`src/rtl/be8_bus_ctrl_pkg.sv`:
```
// be8_bus_ctrl_pkg: shared types and constants for the be8 wait-state bus controller.
package be8_bus_ctrl_pkg;

    // Controller FSM states, in their fixed encoding.
    typedef enum logic [1:0] {
        IDLE = 2'd0,
        WAIT = 2'd1,
        DONE = 2'd2
    } state_t;

    // Default address of the memory-mapped I/O byte port.
    localparam logic [7:0] IO_ADDR_DEFAULT = 8'hE0;

    // Access direction as presented on cpu_rw.
    localparam logic DIR_READ  = 1'b0;
    localparam logic DIR_WRITE = 1'b1;

    // One core access as latched at the start of a bus cycle.
    typedef struct packed {
        logic [7:0] addr;
        logic       rw;
        logic [7:0] wdata;
    } access_t;

endpackage

```
`src/rtl/be8_bus_ctrl_wait_counter.sv`:
```
// be8_bus_ctrl_wait_counter: loadable 4-bit down-counter that paces the wait states.
// hit flags the last wait cycle (count == 1); the count stops at zero.
module be8_bus_ctrl_wait_counter (
    input  logic       clk,
    input  logic       rst,
    input  logic       load,
    input  logic [3:0] load_val,
    input  logic       dec,
    output logic       hit
);

    logic [3:0] wcnt;

    // Load the wait-state budget at the start of an access, then count it down.
    always_ff @(posedge clk) begin
        // NOTE: state registers use non-blocking assignments so every flop samples pre-edge values.
        if (rst) begin
            wcnt <= 4'd0;
        end else if (load) begin
            wcnt <= load_val;
        end else if (dec && (wcnt != 4'd0)) begin
            wcnt <= wcnt - 4'd1;
        end
    end

    assign hit = (wcnt == 4'd1);

endmodule

```
`src/rtl/be8_bus_ctrl.sv`:
```
// be8_bus_ctrl: wait-state bus controller between the be8 core and its RAM / I/O byte port.
// Every access runs IDLE -> WAIT x WAIT_CYCLES -> DONE; ready, mem_we and io_strobe are
// registered so they are high exactly during the DONE cycle.
module be8_bus_ctrl
    import be8_bus_ctrl_pkg::*;
#(
    parameter int unsigned WAIT_CYCLES = 2,               // 0..15 wait states per access
    parameter logic [7:0]  IO_ADDR     = IO_ADDR_DEFAULT   // address of the I/O byte port
) (
    input  logic       clk,
    input  logic       rst,
    input  logic [7:0] cpu_addr,
    input  logic       cpu_rw,
    input  logic [7:0] cpu_wdata,
    output logic [7:0] cpu_rdata,
    output logic       ready,
    output logic [7:0] mem_addr,
    output logic       mem_we,
    output logic [7:0] mem_wdata,
    input  logic [7:0] mem_rdata,
    input  logic [7:0] io_in,
    output logic [7:0] io_out,
    output logic       io_strobe
);

    // Only the low four bits are meaningful; the counter is 4 bits wide.
    localparam logic [3:0] WAIT_LOAD = 4'(WAIT_CYCLES);

    state_t     state;
    access_t    cap;
    logic       wcnt_hit;
    logic [7:0] acc_addr;
    logic       acc_rw;
    logic       abort;
    logic       go_done;

    // RAM only ever sees the captured access, so its address is stable through WAIT and DONE.
    assign mem_addr  = cap.addr;
    assign mem_wdata = cap.wdata;

    be8_bus_ctrl_wait_counter u_wait_counter (
        .clk      (clk),
        .rst      (rst),
        .load     (state == IDLE),
        .load_val (WAIT_LOAD),
        .dec      (state == WAIT),
        .hit      (wcnt_hit)
    );

    // Decode the access about to finish, whether the core moved away from it, and whether DONE is next.
    always_comb begin
        // NOTE: every signal gets a default first so no path through the case infers a latch.
        acc_addr = cap.addr;
        acc_rw   = cap.rw;
        abort    = 1'b0;
        go_done  = 1'b0;
        case (state)
            IDLE: begin
                // With no wait states the access completes straight from IDLE, using the values being captured.
                acc_addr = cpu_addr;
                acc_rw   = cpu_rw;
                go_done  = (WAIT_LOAD == 4'd0);
            end
            WAIT: begin
                // A core that changes address or direction mid-access abandons it; this beats the last wait cycle.
                abort   = (cpu_addr != cap.addr) || (cpu_rw != cap.rw);
                go_done = wcnt_hit && !abort;
            end
            default: begin
            end
        endcase
    end

    // Controller FSM with capture registers, registered completion decodes, read data and I/O port.
    always_ff @(posedge clk) begin
        if (rst) begin
            state     <= IDLE;
            cap       <= '0;
            ready     <= 1'b0;
            mem_we    <= 1'b0;
            io_strobe <= 1'b0;
            cpu_rdata <= 8'h00;
            io_out    <= 8'h00;
        end else begin
            ready     <= 1'b0;
            mem_we    <= 1'b0;
            io_strobe <= 1'b0;

            case (state)
                IDLE: begin
                    cap.addr  <= cpu_addr;
                    cap.rw    <= cpu_rw;
                    cap.wdata <= cpu_wdata;
                    state     <= go_done ? DONE : WAIT;
                end
                WAIT: begin
                    if (abort) begin
                        state <= IDLE;
                    end else if (go_done) begin
                        state <= DONE;
                    end
                end
                DONE: begin
                    if ((cap.rw == DIR_WRITE) && (cap.addr == IO_ADDR)) begin
                        io_out <= cap.wdata;
                    end
                    state <= IDLE;
                end
                default: begin
                    state <= IDLE;
                end
            endcase

            // Outputs that are high during DONE are set on the edge that enters it.
            if (go_done) begin
                ready <= 1'b1;
                if (acc_rw == DIR_READ) begin
                    cpu_rdata <= (acc_addr == IO_ADDR) ? io_in : mem_rdata;
                end else if (acc_addr == IO_ADDR) begin
                    io_strobe <= 1'b1;
                end else begin
                    mem_we <= 1'b1;
                end
            end
        end
    end

endmodule
```
`config.mk`:
```
export PLATFORM = sky130hd
export DESIGN_NAME = be8_bus_ctrl
export DESIGN_NICKNAME = d
export VERILOG_FILES = /design/src/rtl/be8_bus_ctrl_pkg.sv /design/src/rtl/be8_bus_ctrl_wait_counter.sv /design/src/rtl/be8_bus_ctrl.sv
export SDC_FILE = /design/constraint.sdc
export NUM_CORES = 1
export LEC_CHECK = 0
export BUFFER_PORTS_ARGS = -buffer_cell sky130_fd_sc_hd__buf_2
export CAP_MARGIN = 20
export CORE_ASPECT_RATIO = 1.75
export CORE_MARGIN = 4
export CORE_UTILIZATION = 53
export DETAILED_ROUTE_END_ITERATION = 6
export GPL_ROUTABILITY_DRIVEN = 0
export PLACE_DENSITY = 0.91
export SETUP_SLACK_MARGIN = 0.02
export SYNTH_ARGS = -nofsm -noshare
export SYNTH_HDL_FRONTEND = slang
export SYNTH_HIERARCHICAL = 1
export SYNTH_SLANG_ARGS = --single-unit
```
`constraint.sdc`:
```
create_clock -name clk -period 6.2 [get_ports clk]
set_clock_uncertainty 0.2 [all_clocks]
set_input_delay 0.93 -clock clk [delete_from_list [all_inputs] [get_ports clk]]
set_output_delay 0.93 -clock clk [all_outputs]
set_load 0.01 [all_outputs]
```
# --- Yosys cells after proc, flatten, opt, wreduce, memory -nomap -nowiden ---
# Index checks and enable logic that the tools add are counted.
word_totals:
  elab_cells: 48
  latch_bits: 0
  register_bits: 42
  inputBits: 35
  mem_bits_rw: 0
  out_inout_bits: 35
  n_memories: 0
  mem_bits_ro: 0
classes:
  shifts: 0
  n_div: 0
  bitwise_logic: 2
  n_mux: 14
  multipliers: 0
  n_reduce_logical: 12
  n_eq_ne: 8
  n_lt_le_gt_ge: 0
  addsub: 1
op_table:
  columns: ["op", "n"]
  rows:
  - ["equality test 8 bit (second input constant)", 2]
  - ["2-to-1 mux 8 bit", 2]
  - ["2-to-1 mux 2 bit", 5]
  - ["inequality test 8 bit", 1]
  - ["2-to-1 mux 1 bit", 6]
  - ["equality test 4 x 1 -> 1 bit (second input constant)", 1]
  - ["case mux 2 bit (2 select lines)", 1]
  - ["AND reduction 2 bit", 2]
  - ["nonzero test 4 bit", 1]
  - ["subtractor 4 x 1 -> 4 bit (second input constant)", 1]
  - ["logical AND 1 bit", 3]
  - ["inequality test 3 bit (second input constant)", 1]
  - ["OR reduction 3 bit", 1]
  - ["equality test 2 x 1 -> 1 bit (second input constant)", 1]
  - ["equality test 2 bit (second input constant)", 1]
  - ["logical NOT 2 bit", 1]
  - ["inverter 1 bit", 2]
  - ["nonzero test 2 bit", 1]
  - ["OR reduction 2 bit", 1]
  - ["logical NOT 1 bit", 1]
  - ["logical OR 1 bit", 1]
  - ["inequality test 1 bit", 1]

# --- Depth between registers and ports, before layout ---
logic_depth:
  word_depth: 8
  mapped_depth: 8

# --- Hierarchy ---
# Netlist, hierarchy kept.
modules_own_cells:
  columns: ["mod", "cells_per_inst", "instances", "seq_area_each_um2", "area_each_um2"]
  rows:
  - ["be8_bus_ctrl", 194, 1, 760.7, 1731.7]
  - ["be8_bus_ctrl_wait_counter", 33, 1, 80.1, 286.5]

# --- Worst setup path before layout ---
# No wires, ideal clock.
synth_path:
  path_kind: "input port to flip-flop"
  from: "input cpu_rw"
  to: "register cpu_rdata[0]"
  slack_ns: 3.604
  path_stages: 6
  setup_time_ns: 0.137
  t_arrival_ns: 2.259
  cell_sequence: "xnor2_1 -> o2111ai_1 -> nor4_2 -> and2_1 -> buf_2 -> a211oi_2"
synth_via:
  elab_chain_len: 6
  elab_cells_between_ends: 8
  cone_classes: "eq/ne (1); mux (2); bitwise (1); reduce/logical (4)"
synth_lines:
  columns: ["item", "line", "text"]
  rows:
  - ["start: declaration", "be8_bus_ctrl.sv:13", "input logic cpu_rw,"]
  - ["inequality test 1 bit", "be8_bus_ctrl.sv:66", "abort = (cpu_addr != cap.addr) || (cpu_rw != cap.rw);"]
  - ["logical OR 1 bit", "be8_bus_ctrl.sv:66", null]
  - ["logical NOT 1 bit", "be8_bus_ctrl.sv:67", "go_done = wcnt_hit && !abort;"]
  - ["logical AND 1 bit", "be8_bus_ctrl.sv:67", null]
  - ["2-to-1 mux 1 bit", "be8_bus_ctrl.sv:57", "case (state)"]
  - ["AND reduction 2 bit (no source line) (*)", null, null]
  - ["end signal: assignment", "be8_bus_ctrl.sv:118", "cpu_rdata <= (acc_addr == IO_ADDR) ? io_in : mem_rdata;"]
  - ["end: declaration", "be8_bus_ctrl.sv:15", "output logic [7:0] cpu_rdata,"]
# Every way passes the cells marked *; elsewhere a longest branch is shown, timed or not.
# A chain may end at the register's enable or synchronous reset.

# --- Final worst setup path ---
layout_path:
  from: "register state[0]"
  to: "register cpu_rdata[6]"
layout_via:
  elab_chain_len: 4
  elab_cells_between_ends: 9
  cone_classes: "eq/ne (2); mux (4); bitwise (1); reduce/logical (2)"
layout_lines:
  columns: ["item", "line", "text"]
  rows:
  - ["start: declaration", "be8_bus_ctrl.sv:29", "state_t state;"]
  - ["start signal: assignment", "be8_bus_ctrl.sv:94", "state <= go_done ? DONE : WAIT;"]
  - ["logical NOT 2 bit", "be8_bus_ctrl.sv:57", null]
  - ["2-to-1 mux 8 bit / 2-to-1 mux 1 bit (equally long branches)", "be8_bus_ctrl.sv:57", null]
  - ["equality test 8 bit / inverter 1 bit (equally long branches)", null, null]
  - ["2-to-1 mux 8 bit / AND reduction 2 bit (equally long branches)", null, null]
# Parallel ways exist; a longest one is shown, timed or not.

==> results.json <==
{
  "outcome": "finished clean",
  "diodes": 0,
  "path_class": "reg -> reg",
  "top_usage_layer": "met2",
  "cts_root_buffer": "clkbuf_8",
  "hold_class": "reg -> reg",
  "grt_pass1_wl_um": 7700,
  "relSlewSlack": 0.335,
  "placed_cell_area_mm2": 0.00225,
  "first_pass_iters": 4,
  "drv_cap": 0,
  "globalRouteOverflowTotal": 0,
  "setup_viol": 0,
  "syn-cell-area_mm2": 0.00202,
  "routedWlPerCell_um": 15.1,
  "cts_buffer_depth": 2,
  "cts_tree": "built",
  "die_area_mm2": 0.00490,
  "clk_pin_slew_ps": 70,
  "grt_usage": 0.217,
  "final_max_slew_viol_count": 0,
  "grt_pass1_vias": 1720,
  "ys.flop_type": "dfxtp_1",
  "synth.distinct_cells": 40,
  "hpwlAfterDp_um": 3610,
  "worstSetupEndpointType": "register",
  "ioPinCount": 70,
  "synth_seq_cells": 42,
  "cts_sinks": 42,
  "initial_core_util": 0.551,
  "antenna_found_initial": 0,
  "syn_area_per_cell_um2": 8.89,
  "cts_max_level": 2,
  "fillCellCount": 322,
  "synthArstFlopShare": 0,
  "setup.worst_path.start_class": "register",
  "cts_buffers": 5,
  "fin_crit_sh": 0.532,
  "syn_to_final_growth_pct": 15.3,
  "via_per_inst": 5.32,
  "use_met2": 0.385,
  "synth_seq_area_share": 0.417,
  "ys_warn_count": 6,
  "grt_max_degree": 44,
  "use_met1": 0.233,
  "cp.arrival_ps": 3240,
  "setup_tns_ps": 0,
  "worst_pin_slew_ps": 991,
  "cts_setup_buffers": 0,
  "regArea_um2": 841,
  "critPathMaxFanout": 29,
  "nNetsFinal": 315,
  "synth_edf_count": 0,
  "fp-row-count": 29,
  "use_met3": 0.0380,
  "clock.fmax_ghz": 0.303,
  "drc_errors": 0,
  "ant_nets": 0,
  "clkLatencyLatePin_ps": 290,
  "die_h_um": 89.6,
  "final_area_mm2": 0.00233,
  "multi_input_area_um2": 980,
  "cts-hold-fix-buffers": 0,
  "syn_inst": 227,
  "final_hold_viol_count": 0,
  "core_area_mm2": 0.00366,
  "cts_resized": 0,
  "p_leak_nw": 1.01,
  "rsz0062_at_grt": "no",
  "totalWireLength_um": 4890,
  "die_w_um": 54.6,
  "vias": 1724,
  "fin_crit_ps": 3300,
  "portBuffers": 69,
  "p_per_area_mw_per_mm2": 227,
  "cp.required_ps": 6140,
  "drt-initial-drc-count": 30,
  "ir_drop_uv": 189,
  "drive_gt1_frac": 0.313
}
## critical path, stage by stage, from the launching register on
cell and delay (ps):
dfxtp_1 380, or2_2 370, clkinv_1 730, o21ai_1 1040, mux2i_1 320, a211oi_2 90
## cell usage after synthesis, drive strengths merged (2+ instances only)
cell	instances	area, um2
a2111oi	3	38.8
a211oi	9	97.6
a21oi	25	125
and4b	2	20.0
buf	19	144
clkbuf	7	26.3
conb	2	7.51
dfxtp	42	841
ha	2	25.0
inv	6	22.5
mux2i	17	170
nand2	40	150
nand2b	2	12.5
nand3	3	15.0
nor2	12	45.0
nor2b	3	18.8
nor3	7	46.3
nor3b	2	15.0
nor4	2	18.8
or4	2	18.8
xnor2	8	70.1
## layer usage
metal / share of wire / routed length [um]
met5: 0 / 0
met4: 0.034 / 165
met3: 0.044 / 214
met2: 0.57 / 2790
met1: 0.35 / 1730
## through the flow
step	util	setup slack, ps	instances	hold slack (ps)	power, mW
6_report	0.635	2900	324	275	0.528
5_1_grt	0.635	2630	324	293	0.551
4_1_cts	0.635	2890	324	275	0.530
3_5_place_dp	0.614	2900	317	264	0.369
3_3_place_gp	0.614	3060	317	264	0.366
2_1_floorplan	-	3600	229	249	0.348
## cell families (layout without fill, tap and decap cells)
kind of cell / Yosys count / in the layout / share of synthesized area
and+or+nand+nor: 81 / 81 / 0.201
DFF: 42 / 42 / 0.417
AOI/OAI and AO/OA: 41 / 41 / 0.146
buffers and inverters: 34 / 83 / 0.102
muxes: 17 / 17 / 0.0843
xor gates and xnor gates: 8 / 8 / 0.0347
adders and majority gates: 2 / 2 / 0.0124
other: 2 / 4 / 0.00372
## layout by cell type (no fill, tap or decap), drive strengths merged
| master | count |
|---|---|
| buf | 69 |
| dfxtp | 42 |
| nand2 | 40 |
| a21oi | 25 |
| mux2i | 17 |
| nor2 | 12 |
| a211oi | 9 |
| xnor2 | 8 |
| nor3 | 7 |
| clkbuf | 7 |
| inv | 6 |
| conb | 4 |
| nor2b | 3 |
| nand3 | 3 |
| a2111oi | 3 |
| nand2b | 2 |
| and4b | 2 |
| nor3b | 2 |
| ha | 2 |
| nor4 | 2 |
| or4 | 2 |
| or2 | 1 |
| clkinv | 1 |
| o2111ai | 1 |
| and2 | 1 |
| o21ai | 1 |
| or3b | 1 |
| a311oi | 1 |
| and4 | 1 |
| and3 | 1 |
| or3 | 1 |
| a311o | 1 |
## layout make-up
| class | instances | share of cell area |
|---|---|---|
| Clock buffer | 7 | 0.0328 |
| Multi-Input combinational cell | 153 | 0.421 |
| Timing Repair Buffer | 69 | 0.148 |
| Inverter | 7 | 0.0113 |
| Tap cell | 46 | 0.0247 |
| Sequential cell | 42 | 0.361 |
## path summary, 6_finish.rpt
check	startpoint	depth (start not counted)	to	slack [ps]
hold reg to reg	mem_wdata[5]	2	mem_wdata[5]	280
setup reg to reg	state[0]	5	cpu_rdata[6]	2900
hold / removal	mem_wdata[5]	2	mem_wdata[5]	280
setup / recovery	state[0]	5	cpu_rdata[6]	2900
## flip-flops by register name, summed over array words and instances (netlist names)
signal               count
cpu_rdata                8
io_out                   8
mem_addr                 8
mem_wdata                8
u_wait_counter/wcnt      4
state                    2
cap                      1
io_strobe                1
mem_we                   1
ready                    1
## power breakdown
part	switching, mW	internal (mW)	leakage, nW
logic	0.0434	0.0312	0.623
registers	0.00980	0.280	0.343
clock network	0.0860	0.0775	0.0383
total	0.139	0.388	1.01
Power figures use the tool's default switching activity.
